[src/rtl/keypad_scanner.sv]
// keypad_scanner: 4x4 matrix keypad row scanner with debouncer handshake.
// Scans rows one-cold, locks the first pressed key, and reports it once the debouncer confirms.
module keypad_scanner #(
    parameter int SETTLE = 16
) (
    input  logic       clk,
    input  logic       rstn,
    input  logic [3:0] col_n,
    output logic [3:0] row_n,
    output logic       req,
    output logic [3:0] active_row,
    output logic [3:0] active_col,
    input  logic       high,
    input  logic       low,
    output logic [3:0] key_code,
    output logic       key_valid,
    output logic       key_held
);
    localparam int DW = $clog2(SETTLE);
    // nibble {row,col} of this constant holds the hex legend of that key
    localparam logic [63:0] KMAP = 64'hDF0E_C987_B654_A321;

    typedef enum logic [1:0] {SCAN, CONFIRM, HELD} state_t;

    state_t        state, state_d;
    logic [1:0]    row, row_d, lrow, lrow_d, lcol, lcol_d, low_col;
    logic [DW-1:0] dwell, dwell_d;
    logic [3:0]    col_s1, col_s2, code_d;
    logic          valid_d;

    assign low_col    = !col_s2[0] ? 2'd0 : !col_s2[1] ? 2'd1 : !col_s2[2] ? 2'd2 : 2'd3;
    assign row_n      = ~(4'b0001 << row);
    assign req        = state != SCAN;
    assign active_row = req ? ~(4'b0001 << lrow) : 4'hf;
    assign active_col = req ? ~(4'b0001 << lcol) : 4'hf;
    assign key_held   = state == HELD;

    always_comb begin
        state_d = state;
        row_d   = row;
        dwell_d = dwell;
        lrow_d  = lrow;
        lcol_d  = lcol;
        code_d  = key_code;
        valid_d = 1'b0;
        case (state)
            SCAN: begin
                if (dwell == DW'(SETTLE - 1)) begin
                    dwell_d = '0;
                    if (col_s2 != 4'hf) begin
                        state_d = CONFIRM;
                        lrow_d  = row;
                        lcol_d  = low_col;
                    end else begin
                        row_d = row + 2'd1;
                    end
                end else begin
                    dwell_d = dwell + DW'(1);
                end
            end
            CONFIRM: begin
                if (high) begin
                    state_d = HELD;
                    code_d  = KMAP[{lrow, lcol, 2'b00} +: 4];
                    valid_d = 1'b1;
                end else if (low) begin
                    state_d = SCAN;
                    row_d   = row + 2'd1;
                    dwell_d = '0;
                end
            end
            HELD: begin
                if (low) begin
                    state_d = SCAN;
                    row_d   = row + 2'd1;
                    dwell_d = '0;
                end
            end
            default: state_d = SCAN;
        endcase
    end

    always_ff @(posedge clk or negedge rstn) begin
        if (!rstn) begin
            state     <= SCAN;
            row       <= '0;
            dwell     <= '0;
            lrow      <= '0;
            lcol      <= '0;
            col_s1    <= 4'hf;
            col_s2    <= 4'hf;
            key_code  <= '0;
            key_valid <= 1'b0;
        end else begin
            state     <= state_d;
            row       <= row_d;
            dwell     <= dwell_d;
            lrow      <= lrow_d;
            lcol      <= lcol_d;
            col_s1    <= col_n;
            col_s2    <= col_s1;
            key_code  <= code_d;
            key_valid <= valid_d;
        end
    end
endmodule

[config.mk]
export PLATFORM = sky130hd
export DESIGN_NAME = keypad_scanner
export DESIGN_NICKNAME = d
export VERILOG_FILES = /design/src/rtl/keypad_scanner.sv
export SDC_FILE = /design/constraint.sdc
export NUM_CORES = 1
export LEC_CHECK = 0
export ABC_AREA = 1
export CELL_PAD_IN_SITES_DETAIL_PLACEMENT = 0
export CELL_PAD_IN_SITES_GLOBAL_PLACEMENT = 2
export CORE_UTILIZATION = 33
export DETAILED_ROUTE_END_ITERATION = 16
export PLACE_DENSITY_LB_ADDON = 0.12
export SLEW_MARGIN = 20
export SYNTH_ARGS = -nofsm -noshare
export SYNTH_HDL_FRONTEND = slang
export SYNTH_SLANG_ARGS = --single-unit
[constraint.sdc]
create_clock -name clk -period 3.3 [get_ports clk]
set_input_delay 0.33 -clock clk [delete_from_list [all_inputs] [get_ports clk]]
set_output_delay 0.33 -clock clk [all_outputs]
set_load 0.1 [all_outputs]
; Word level (Yosys, flattened, before mapping)
; Index checks and enable logic that the tools add are counted.
[word_totals]
regBits = 25
latchBits = 0
ram_bits = 0
romBits = 0
in_bits = 8
output_inout_bits = 19
mem_count = 0
[op_classes]
add_sub_neg = 2
n_mul = 0
div_mod_pow = 0
order_cmp = 0
eq_ne = 8
shift = 4
muxes = 21
bitwise = 3
n_reduce_logical = 8
[ops]
columns = op, count
row1 = "indexed part select 64 x 7 -> 4 bit, first input constant", 1
row2 = two-way mux 2 bit, 10
row3 = two-way mux 4 bit, 5
row4 = NOT 4 bit, 3
row5 = one-hot mux 2 bit (3 select lines), 2
row6 = one-hot mux 4 bit (3 select lines), 1
row7 = "left shift 1 x 2 -> 4 bit, first input constant", 3
row8 = "!= test 2 bit, second input constant", 4
row9 = AND reduction 2 bit, 3
row10 = "adder 4 x 1 -> 4 bit, second input constant", 1
row11 = "equality test 4 bit, second input constant", 1
row12 = "!= test 4 bit, second input constant", 1
row13 = AND reduction 4 bit, 1
row14 = two-way mux 1 bit, 3
row15 = AND reduction 3 bit, 1
row16 = nonzero test 3 bit, 1
row17 = "adder 2 x 1 -> 2 bit, second input constant", 1
row18 = "equality test 2 x 1 -> 1 bit, second input constant", 1
row19 = "equality test 2 bit, second input constant", 1
row20 = logical NOT 2 bit, 1
row21 = nonzero test 2 bit, 1

; Logic depth before layout (Yosys ltp)
[logic_depth]
depth_word = 4
mapped_depth = 8
mapped_depth_nobuf = 8

; Worst setup path before layout
; Ideal clock, no wire load.
[synth_timing]
kind = register to output
from = register state[0]
to = output port active_row[0]
t_arrival_ps = 1894
required_ps = 2970
path_slack_ps = 1076
stages_incl_launch_ff = 6
path_buffers = 1
cell_sequence = dfrtp_1 > inv_1 > ha_1 > inv_2 > buf_6 > nand3_1
[synth_via]
elab_chain_cells = 2
[synth_rtl]
columns = element, line_no
row1 = start: declaration, 25  ; state_t state, state_d;
row2 = start signal: assignment, 95  ; state <= state_d;
row3 = nonzero test 2 bit, 33  ; assign req = state != SCAN;
row4 = named net req, 10  ; output logic req,
row5 = two-way mux 4 bit, 34  ; assign active_row = req ? ~(4'b0001 << lrow) : 4'hf;
row6 = end: declaration, 11  ; output logic [3:0] active_row,
; The timed path passes the listed nets, and every way through them passes these cells.

; Worst setup path after layout
[layout_timing]
from = register key_code[1]
to = output port key_code[1]
[layout_lines]
columns = element, line_no
row1 = start: declaration, 15  ; output logic [3:0] key_code,
row2 = start signal: assignment, 102  ; key_code <= code_d;
; No word-level cell between the ends.

==> results list <==
- The die covers 4690 sq um.
* Post-placement setup slack: 1500 ps
- Global-route usage over all layers: around 14%
- For this block, the routed nets add up to 2790 um of wire.
- In the final layout, the multi-input gates occupy 696 sq um.
* Met3 demand-to-capacity share in global routing: 3.00%
- Leakage Power: 0.888 nW
* Starting density of the core: 35.4%
- The critical path goes through clkdlybuf4s50_1.
- Synthesis produced a netlist whose cell count is 169.
- Largest fanout of any net on the critical path: 2
- The net count of the finished layout is between 200 and 250.
- Iter 0 DRT Violations: 47
* Resize count post-CTS: 0
* Detailed-route wire length per cell: ~11 um
- Slew headroom: 34.4%
* Max stage delay on crit path: 1140 ps
- The detail route stage leaves a number of antenna-violating nets equal to 0.
* Post-synthesis area per instance: 8.63 sq um
- Area leader, netlist: dfrtp_1
- Post-synth top area share: 29.2%
* Clock tree skew after final layout: 3.91 ps
- After floorplanning, the core was divided into 23 placement rows.
- In this run the cell area of the synthesized design comes to 1460 sq um.
* I/O pins: 27
- Max-slew violation count: 0
- In this run the horizontal extent of the chip is 68.5 um.
- Number of levels the H-tree was split into: 1
- The core region is 4120 sq um.
* Final-report setup violation count: 0
- For the finished layout, the period the worst path requires is approximately 2100 ps.
* Number of global-route vias before repair: 1,064
* First-pass GRT wire length: 4780 um
- No sink is reached through more buffers than the 2 on the longest clock path.
- Total clock buffers created by CTS: 3
- TritonCTS built the clock tree.
* Initial antenna violation count: 0
- Inserted Diodes: 0
* Status: complete, no violations
* Area overhead of the layout relative to synthesis: 21.8%
- Cell with the largest stage delay on the worst path: clkdlybuf4s50_1
* Post-route DRC violation count: 0
- Register bit total from synthesis: 25
- The number of hold violations in the final report came to 0.
- At the later pin of the worst-skew pair, clock insertion delay measures 270 ps.
* Number of filler instances in the final layout: a little over 400
* Mean number of vias per cell: between 4 and 5
- Data required time at the worst endpoint: 2970 ps
* Mapped Nets: 194
- Worst setup path class: register to output pin
- Final weighted congestion in routability-driven placement: 0.756
- STA classifies the critical path startpoint as a register.
- Met2 usage: 22.3%
- Pin count of the biggest net entering global routing: 22
- For this run, the number of Yosys warnings is 0.
- Actual transition at the worst max-transition pin: 981 ps
- The detailed router placed 1,110 vias in this run.
- Once layout is done, the placed cells without fillers occupy 1780 sq um.
* Clock Pin Slew Worst Setup and Hold Paths: 90 ps
* RSZ-0062 raised after global routing: false
- Tightest Hold Check Type: register to register
- Once routing completed, OpenROAD measured the worst setup slack at roughly 1200 ps.
- The tool flagged a number of max-cap violations equal to 0.
- Dividing total power by cell area gives a power density of 957 nW/um^2.
* Worst path arrival time: 1770 ps
- Dividing the final minimum period by the clock period gives a little under two thirds.
- First-pass iteration count of the detailed router: 5
- Count of buffering cells on the critical path with inverters included: 1
- In this run the tool buffered the top-level ports with 26 buffer cells.
- Met1 track demand over resource in global routing: 18.6%
- STA classifies the critical path endpoint as an output pin.
- Half-perimeter wire length of the detailed placement result: 2240 um
- CTS saw 25 sinks.
* Cell variety after synth: 26
- The post-route netlist has 20.3% of its cells at a drive strength greater than 1.
- Cts-stage hold buffer count: 0
- The placed instances occupy a cell area of 1730 sq um.
- For this run the aggregate overflow at the end of global routing stands at 0.
- Adding up every negative setup slack in the final design gives 0 ps.
- Derived from the worst setup path, the maximum achievable clock frequency is 0.476 GHz.
* Seq/Total Area, Yosys: 43.6%
- Seq. cell area: 636 sq um
* Top cells by area, synth: dfrtp_1 29%, ha_1 15%, dfstp_2 14%
- In this run the most used layer during global routing was met2.
* Chip Height: 68.5 um
- # Post-CTS Setup Buffers: 0
- Clock tree synthesis selected as its root buffer the cell clkbuf_8.
- Max VDD drop: 0.401 mV
- Grouping stages by cell kind, the critical path spends the most delay in buffers and inverters.
==> logic make-up (layout without fill, tap and decap cells) <==
group	after synthesis	count (layout)	synth area share, %
flops	25	25	43.6
compound gates	19	19	7.47
simple gates	78	78	25.1
buf+inv	29	57	8.67
xor+xnor	1	1	0.601
fa+ha+maj	17	17	14.6
==> metrics by stage <==
| step | hold slack (ps) | cells | power (mW) | utilization, % |
|---|---|---|---|---|
| after floorplan | 34.4 | 169 | 1.31 | - |
| after global placement | 346 | 243 | 1.50 | 41.9 |
| final | 360 | 247 | 1.70 | 43.1 |
| after CTS | 361 | 247 | 1.72 | 43.1 |
| after detailed placement | 347 | 243 | 1.52 | 41.9 |
| after global routing | 367 | 247 | 1.82 | 43.1 |
==> state kept, by name (all words and copies together), names as in the netlist <==
name,count
key_valid,1
dwell,4
row,2
col_s2,4
key_code,4
col_s1,4
state,2
lcol,2
lrow,2
==> path summary, 6_finish.rpt <==
kind	from	end	slack, ps	cells after the start
max	key_code[1]$_DFFE_PN0P_	key_code[1]	1200	1
min	col_s1[2]$_DFF_PN1_	col_s2[2]$_DFF_PN1_	360	0
max in group asynchronous	rstn	col_s1[2]$_DFF_PN1_	2010	2
min reg2reg	col_s1[2]$_DFF_PN1_	col_s2[2]$_DFF_PN1_	360	0
min in group asynchronous	rstn	lrow[1]$_DFFE_PN0P_	590	1
max reg2reg	state[0]$_DFFE_PN0P_	row[1]$_DFFE_PN0P_	1690	8
==> layout by cell type, fill, tap and decap left out, types with 3 or more instances in the layout <==
cell / n
nand2_1: 48
o21ai_1: 4
o21ai_0: 6
a21oi_1: 5
nor2_1: 7
clkdlybuf4s50_1: 12
nand3_1: 11
inv_1: 23
o21ai_2: 3
dfrtp_1: 17
ha_1: 17
dfstp_2: 8
buf_4: 15
clkbuf_8: 3
==> cell usage after synthesis, drive strengths merged <==
cell type	instances
buf	3
nand3b	1
o21ai	13
xnor2	1
nor3	1
clkinv	1
nand4	2
a21oi	5
nand2	51
inv	25
o21a	1
or2	1
dfrtp	17
nand3	14
nor2	8
ha	17
dfstp	8
==> area by class of cell <==
type	count	share of cell area, %
tap	50	3.52
inverter	26	5.57
timing repair buffer	27	13.1
clock inverter	1	0.493
multi-input combinational	115	39.2
clock buffer	3	2.33
sequential	25	35.8
==> report_power, final <==
group | switching (mW) | internal (mW) | leakage [nW]
clock | 0.102 | 0.0884 | 0.0261
sequential | 0.0622 | 0.375 | 0.306
combinational | 0.824 | 0.247 | 0.555
total | 0.988 | 0.710 | 0.888
==> routing by layer <==
metal / share of wire [%] / up-vias
li1: - / 584
met1: 52 / 500
met2: 44 / 24
met3: 3.7 / 2
met4: 0.61 / 0
met5: 0 / -
Power figures use the tool's default switching activity.
==> patch 1 (same flow settings) <==
Register the outputs `row_n`, `active_row`, `active_col` and `key_held`, cleared by the reset; this adds one clock of latency there. The other outputs are not delayed to match.
--- a/src/rtl/keypad_scanner.sv
+++ b/src/rtl/keypad_scanner.sv
@@ -29,11 +29,20 @@
     logic          valid_d;
 
     assign low_col    = !col_s2[0] ? 2'd0 : !col_s2[1] ? 2'd1 : !col_s2[2] ? 2'd2 : 2'd3;
-    assign row_n      = ~(4'b0001 << row);
     assign req        = state != SCAN;
-    assign active_row = req ? ~(4'b0001 << lrow) : 4'hf;
-    assign active_col = req ? ~(4'b0001 << lcol) : 4'hf;
-    assign key_held   = state == HELD;
+    always_ff @(posedge clk or negedge rstn) begin
+        if (!rstn) begin
+            row_n      <= '0;
+            active_row <= '0;
+            active_col <= '0;
+            key_held   <= '0;
+        end else begin
+            row_n      <= ~(4'b0001 << row);
+            active_row <= req ? ~(4'b0001 << lrow) : 4'hf;
+            active_col <= req ? ~(4'b0001 << lcol) : 4'hf;
+            key_held   <= state == HELD;
+        end
+    end
 
     always_comb begin
         state_d = state;
Function: changed (Yosys sat finds a counterexample within 4 cycles, from zero or initial values and one cycle with rstn low).
==> patch 1 against the original RTL <==
- worst setup slack lost 10 ps
- first-iteration DRC count grew 11%
- area after synthesis grew 22%
- power grew 23%
- global-route usage shrank 0.60 points
- critical path depth is the same
- critical endpoint unchanged
- wire length grew 11%
- clock skew grew 3.2 ps
- design area grew 25%
- cell count grew 15%
- sequential cell count grew 13
==> patch 1: results (changes against the original RTL) <==
* Global-route wire length before repair at 5.47 mm (was 4.78 mm)
* Multi-input logic portion of the cell area at 31.1% (was 39.2%)
* Layout clock buffer count at 5 (was 3)
* # nets final at 239 (was 223)
* Vias in the first global route at 1224 (was 1064)
* Inst Count DP at 277 (was 243)
* Worst slack, placed at 1510 ps (was 1500 ps)
* Top area cells in the synthesized netlist: dfrtp_1 42%, ha_1 12%, dfstp_2 12% (was dfrtp_1 29%, ha_1 15%, dfstp_2 14%)
* Final Cycle Share at 63.9% (was 63.6%)
* Met1 wire length at 1.46 mm (was 1.44 mm)
* Syn Nets at 208 (was 194)
* Multi-input logic area at 692 um2 (was 696 um2)
* Met1 usage at 15.8% (was 18.6%)
* Pin count of the biggest net entering global routing at 39 (was 22)
* DR WL met3 at 168 um (was 102 um)
* CTS Hold Bufs at 0 (unchanged)
* Top sig layer: met4 (unchanged)
* Sequential area share after synthesis at 53.9% (was 43.6%)
* Clock Latency Late Sink at 290 ps (was 270 ps)
* Relative slew slack at 34.3% (was 34.4%)
* DR iter-0 viols at 52 (was 47)
* Core area at 5140 um2 (was 4120 um2)
* GR Layer Usage met2 at 21.9% (was 22.3%)
* Setup Skew at 7.08 ps (was 3.91 ps)
* Root buffer cell: clkbuf_8 (unchanged)
* Post-synthesis xor/xnor area fraction at 0% (was 0.601%)
* FF+latch count at 38 (was 25)
* Delay-heaviest family, CP: buffers and inverters (unchanged)
* H-tree Lvls at 2 (was 1)
* Maximum vdd drop at 0.597 mV (was 0.401 mV)
* Final wirelength at 3.10 mm (was 2.79 mm)
* Synth unique cells at 24 (was 26)
* Int Power at 1.06 mW (was 710 uW)
* Dpl cell area at 2110 um2 (was 1730 um2)
* Fraction of layout cells with a size suffix above 1 at 15.3% (was 20.3%)
* GRT Overall Usage at 13.2% (was 13.8%)
* RePlAce Congestion at 0.724 (was 0.756)
* #MultiIn Comb at 114 (was 115)
* Detail Placement HPWL at 2.28 mm (was 2.24 mm)
* Synth Area in Adders at 11.9% (was 14.6%)
* Pleak at 1.04 nW (was 0.888 nW)
* Crit Reg-Reg Endpoint: row[0] (was row[1])
* Register area at 961 um2 (was 636 um2)
* Run status: complete, no violations (unchanged)
* Drt wl/cell at 10.9 um (was 11.3 um)
* Cells after synthesis at 183 (was 169)
* Initial DRT Pass Iterations at 4 (was 5)
* Complex-gate fraction of the synthesized area at 5.90% (was 7.47%)
* Clk cell area share at 5.12% (was 2.82%)
* Mux cell area share after synthesis at 0% (unchanged)
* Layout non-clock buf frac at 11.9% (was 13.1%)
* Post-synth top cells: 48 x nand2_1, 30 x dfrtp_1, 24 x inv_1 (was 48 x nand2_1, 23 x inv_1, 17 x dfrtp_1, 17 x ha_1, 11 x nand3_1)
* Filler Cells Inserted at 519 (was 411)
* GRT met3 Usage at 4.50% (was 3.00%)
* Worst min-delay path class: flop to flop (unchanged)
* Wire length on met2 at 1.41 mm (was 1.23 mm)
* Inverters at 28 (was 26)
* Via/cell ratio at 4.26 (was 4.49)
* Resize count post-CTS at 0 (unchanged)
[patch 1: cell count changes in the layout (fill, tap and decap cells not counted), moves of 2 or more]
cell,delta
dfrtp_1,+13
clkdlybuf4s50_1,+13
o21ai_1,+3
clkbuf_8,+2
clkinvlp_4,+2
inv_2,+2
buf_4,-13
[patch 1: worst min-delay path by stage]
stage,start,end,slack (ps),depth (start not counted)
after CTS,col_s1[1],col_s2[1],360,0
after global placement,col_s1[3],col_s2[3],350,0
after floorplan,rstn,active_col[0],30,0
after detailed placement,col_s1[1],col_s2[1],350,0
after global routing,col_s1[2],col_s2[2],360,0
final,col_s1[1],col_s2[1],360,0
[patch 1: power by group through the flow]
stage / registers [mW] / logic [mW] / clock network (mW)
floorplan: 1.05 / 0.431 / 0
global placement: 0.647 / 1.05 / 0
detailed placement: 0.653 / 1.06 / 0
CTS: 0.644 / 1.07 / 0.411
global route: 0.658 / 1.15 / 0.430
finish: 0.642 / 1.05 / 0.397
==> patch 2 (same settings) <==
Without the edit above. `SETTLE`: 16 -> 64.
--- a/src/rtl/keypad_scanner.sv
+++ b/src/rtl/keypad_scanner.sv
@@ -1,7 +1,7 @@
 // keypad_scanner: 4x4 matrix keypad row scanner with debouncer handshake.
 // Scans rows one-cold, locks the first pressed key, and reports it once the debouncer confirms.
 module keypad_scanner #(
-    parameter int SETTLE = 16
+    parameter int SETTLE = 64
 ) (
     input  logic       clk,
     input  logic       rstn,
Behaviour: same outputs for any inputs over 10 cycles, from zero or initial values and one cycle with rstn low; that may be too few to reach the edited logic, so the function may still have changed.
==> patch 2 against the original RTL <==
- clock power fell by 2%
- area after synthesis up 11%
- largest power group unchanged
- worst hold slack got worse by 350 ps
- combinational power grew 12%
- sequential cell count grew 2
- power up 8.6%
- design area grew 9.7%
- wire length is 15% higher
- fmax grew 0.10%
- worst setup slack improved by 2.1 ps
==> patch 2: results (changes against the original RTL) <==
* DR iter-0 viols at 138 (was 47)
* Post-synthesis xor/xnor area fraction at 0% (was 0.601%)
* Maximum vdd drop at 0.491 mV (was 0.401 mV)
* Root buffer cell: clkbuf_8 (unchanged)
* Yosys warning total at 0 (unchanged)
* Reg clk slew, reported paths at 90 ps (about the same)
* Complex-gate fraction of the synthesized area at 9.74% (was 7.47%)
* RePlAce Congestion at 0.782 (was 0.756)
* Detail Placement HPWL at 2.47 mm (was 2.24 mm)
* # nets final at 240 (was 223)
* GRT Overall Usage at 13.7% (was 13.8%)
* Worst slack, placed at 1420 ps (was 1500 ps)
* Run status: complete, no violations (unchanged)
* Top FF cell, synth: dfrtp_1 (unchanged)
* Via/cell ratio at 4.44 (was 4.49)
* # diodes at 0 (unchanged)
* Vias in the first global route at 1197 (was 1064)
* Fraction of layout cells with a size suffix above 1 at 24.8% (was 20.3%)
* Syn Nets at 212 (was 194)
* I/O Buffers at 26 (unchanged)
* Initial antenna violation count at 0 (unchanged)
* Synth unique cells at 31 (was 26)
* Pin count of the biggest net entering global routing at 21 (was 22)
* Data arrival time of the critical path at 1770 ps (about the same)
* Top area cells in the synthesized netlist: dfrtp_1 29%, ha_1 13%, dfstp_2 13% (was dfrtp_1 29%, ha_1 15%, dfstp_2 14%)
* GR Overflow Total at 0 (unchanged)
* Asr flop ratio synth at 100% (unchanged)
* Setup Skew at 6.08 ps (was 3.91 ps)
* Initial DRT Pass Iterations at 4 (was 5)
* H-tree Lvls at 1 (unchanged)
* Worst-path fanout max at 11 (was 2)
* Final number of setup-violating endpoints at 0 (unchanged)
* Clock Path Buffers at 2 (unchanged)
* Switching Power at 1.08 mW (was 988 uW)
* Synth Area in Adders at 13.1% (was 14.6%)
* Max reg flops at 6
* Mux cell area share after synthesis at 0% (unchanged)
* Actual slew at the worst max-slew pin at 964 ps (was 981 ps)
* CTS Buf Count at 3 (unchanged)
* Sequential area share after synthesis at 42.3% (was 43.6%)
* Reg with most FFs: dwell
* Pleak at 0.930 nW (was 0.888 nW)
* Post-CTS Setup Bufs at 0 (unchanged)
* Filler Cells Inserted at 472 (was 411)
* Final wirelength at 3.20 mm (was 2.79 mm)
* Worst min-delay path class: input port to async pin (was flop to flop)
* Clock Latency Late Sink at 270 ps (about the same)
* Global-route wire length before repair at 5.56 mm (was 4.78 mm)
* Post-synth top cells: 44 x nand2_1, 24 x inv_1, 19 x dfrtp_1 (was 48 x nand2_1, 23 x inv_1, 17 x dfrtp_1, 17 x ha_1, 11 x nand3_1)
* Resize count post-CTS at 0 (unchanged)
patch 2: cell types whose count changed after synthesis, sizes merged, moves of 2 or more:
cell    change
o21bai      +2
o211ai      +3
nor2        +4
or2         +2
nand3       +2
inv         +3
o21ai       +2
dfrtp       +2
patch 2: path summary, 6_finish.rpt:
path,startpoint,end,slack [ps],cells after the start
min in group clk,col_s1[1],col_s2[1],360,0
min,rstn,key_valid,7,1
max in group asynchronous,rstn,col_s1[3],2730,2
max reg2reg,state[0],dwell[5],1410,9
max,state[1],active_row[1],1200,5
min reg2reg,col_s1[1],col_s2[1],360,0
patch 2: area by class of cell:
cell class / count / area share (%)
Multi-Input combinational cell: 127 / 40.8
Sequential cell: 27 / 35.2
Timing Repair Buffer: 27 / 11.7
Inverter: 29 / 5.59
Tap cell: 67 / 4.30
Clock buffer: 3 / 2.12
Clock inverter: 1 / 0.257
patch 2: critical path: stages, from the launching register on:
cell     delay [ps]
dfrtp_1         430
inv_1           150
ha_1            340
inv_2           180
nand3_1         110
buf_4           290
patch 2: logic make-up after synthesis:
family                   count (synthesis)
AND/OR/NAND/NOR                         85
buffers and inverters                   33
flip-flops                              27
adder cells (fa/ha/maj)                 17
AO/OA/AOI/OAI                           25
patch 2: power groups by stage:
stage	Clock, mW	Combinational (mW)	Sequential (mW)
after detailed placement	0	1.20	0.468
after global routing	0.219	1.28	0.470
after global placement	0	1.20	0.464
after floorplan	0	0.850	0.591
after CTS	0.200	1.21	0.461
final	0.187	1.20	0.460
patch 2: routing by layer:
metal,GRT usage [%],part of all wire [%],up-vias
met5,0,0,-
met4,3.27,0.62,0
met3,2.92,2.7,2
met2,23.7,47,25
met1,17.6,50,577
li1,-,-,645
patch 2: through the flow:
stage | cells | utilization (%) | power [mW] | area, um2
CTS | 281 | 41.4 | 1.87 | 1950
global placement | 277 | 40.4 | 1.66 | 1910
finish | 281 | 41.2 | 1.84 | 1950
floorplan | 187 | - | 1.44 | 1620
detailed placement | 277 | 40.4 | 1.67 | 1910
global route | 281 | 41.2 | 1.97 | 1950
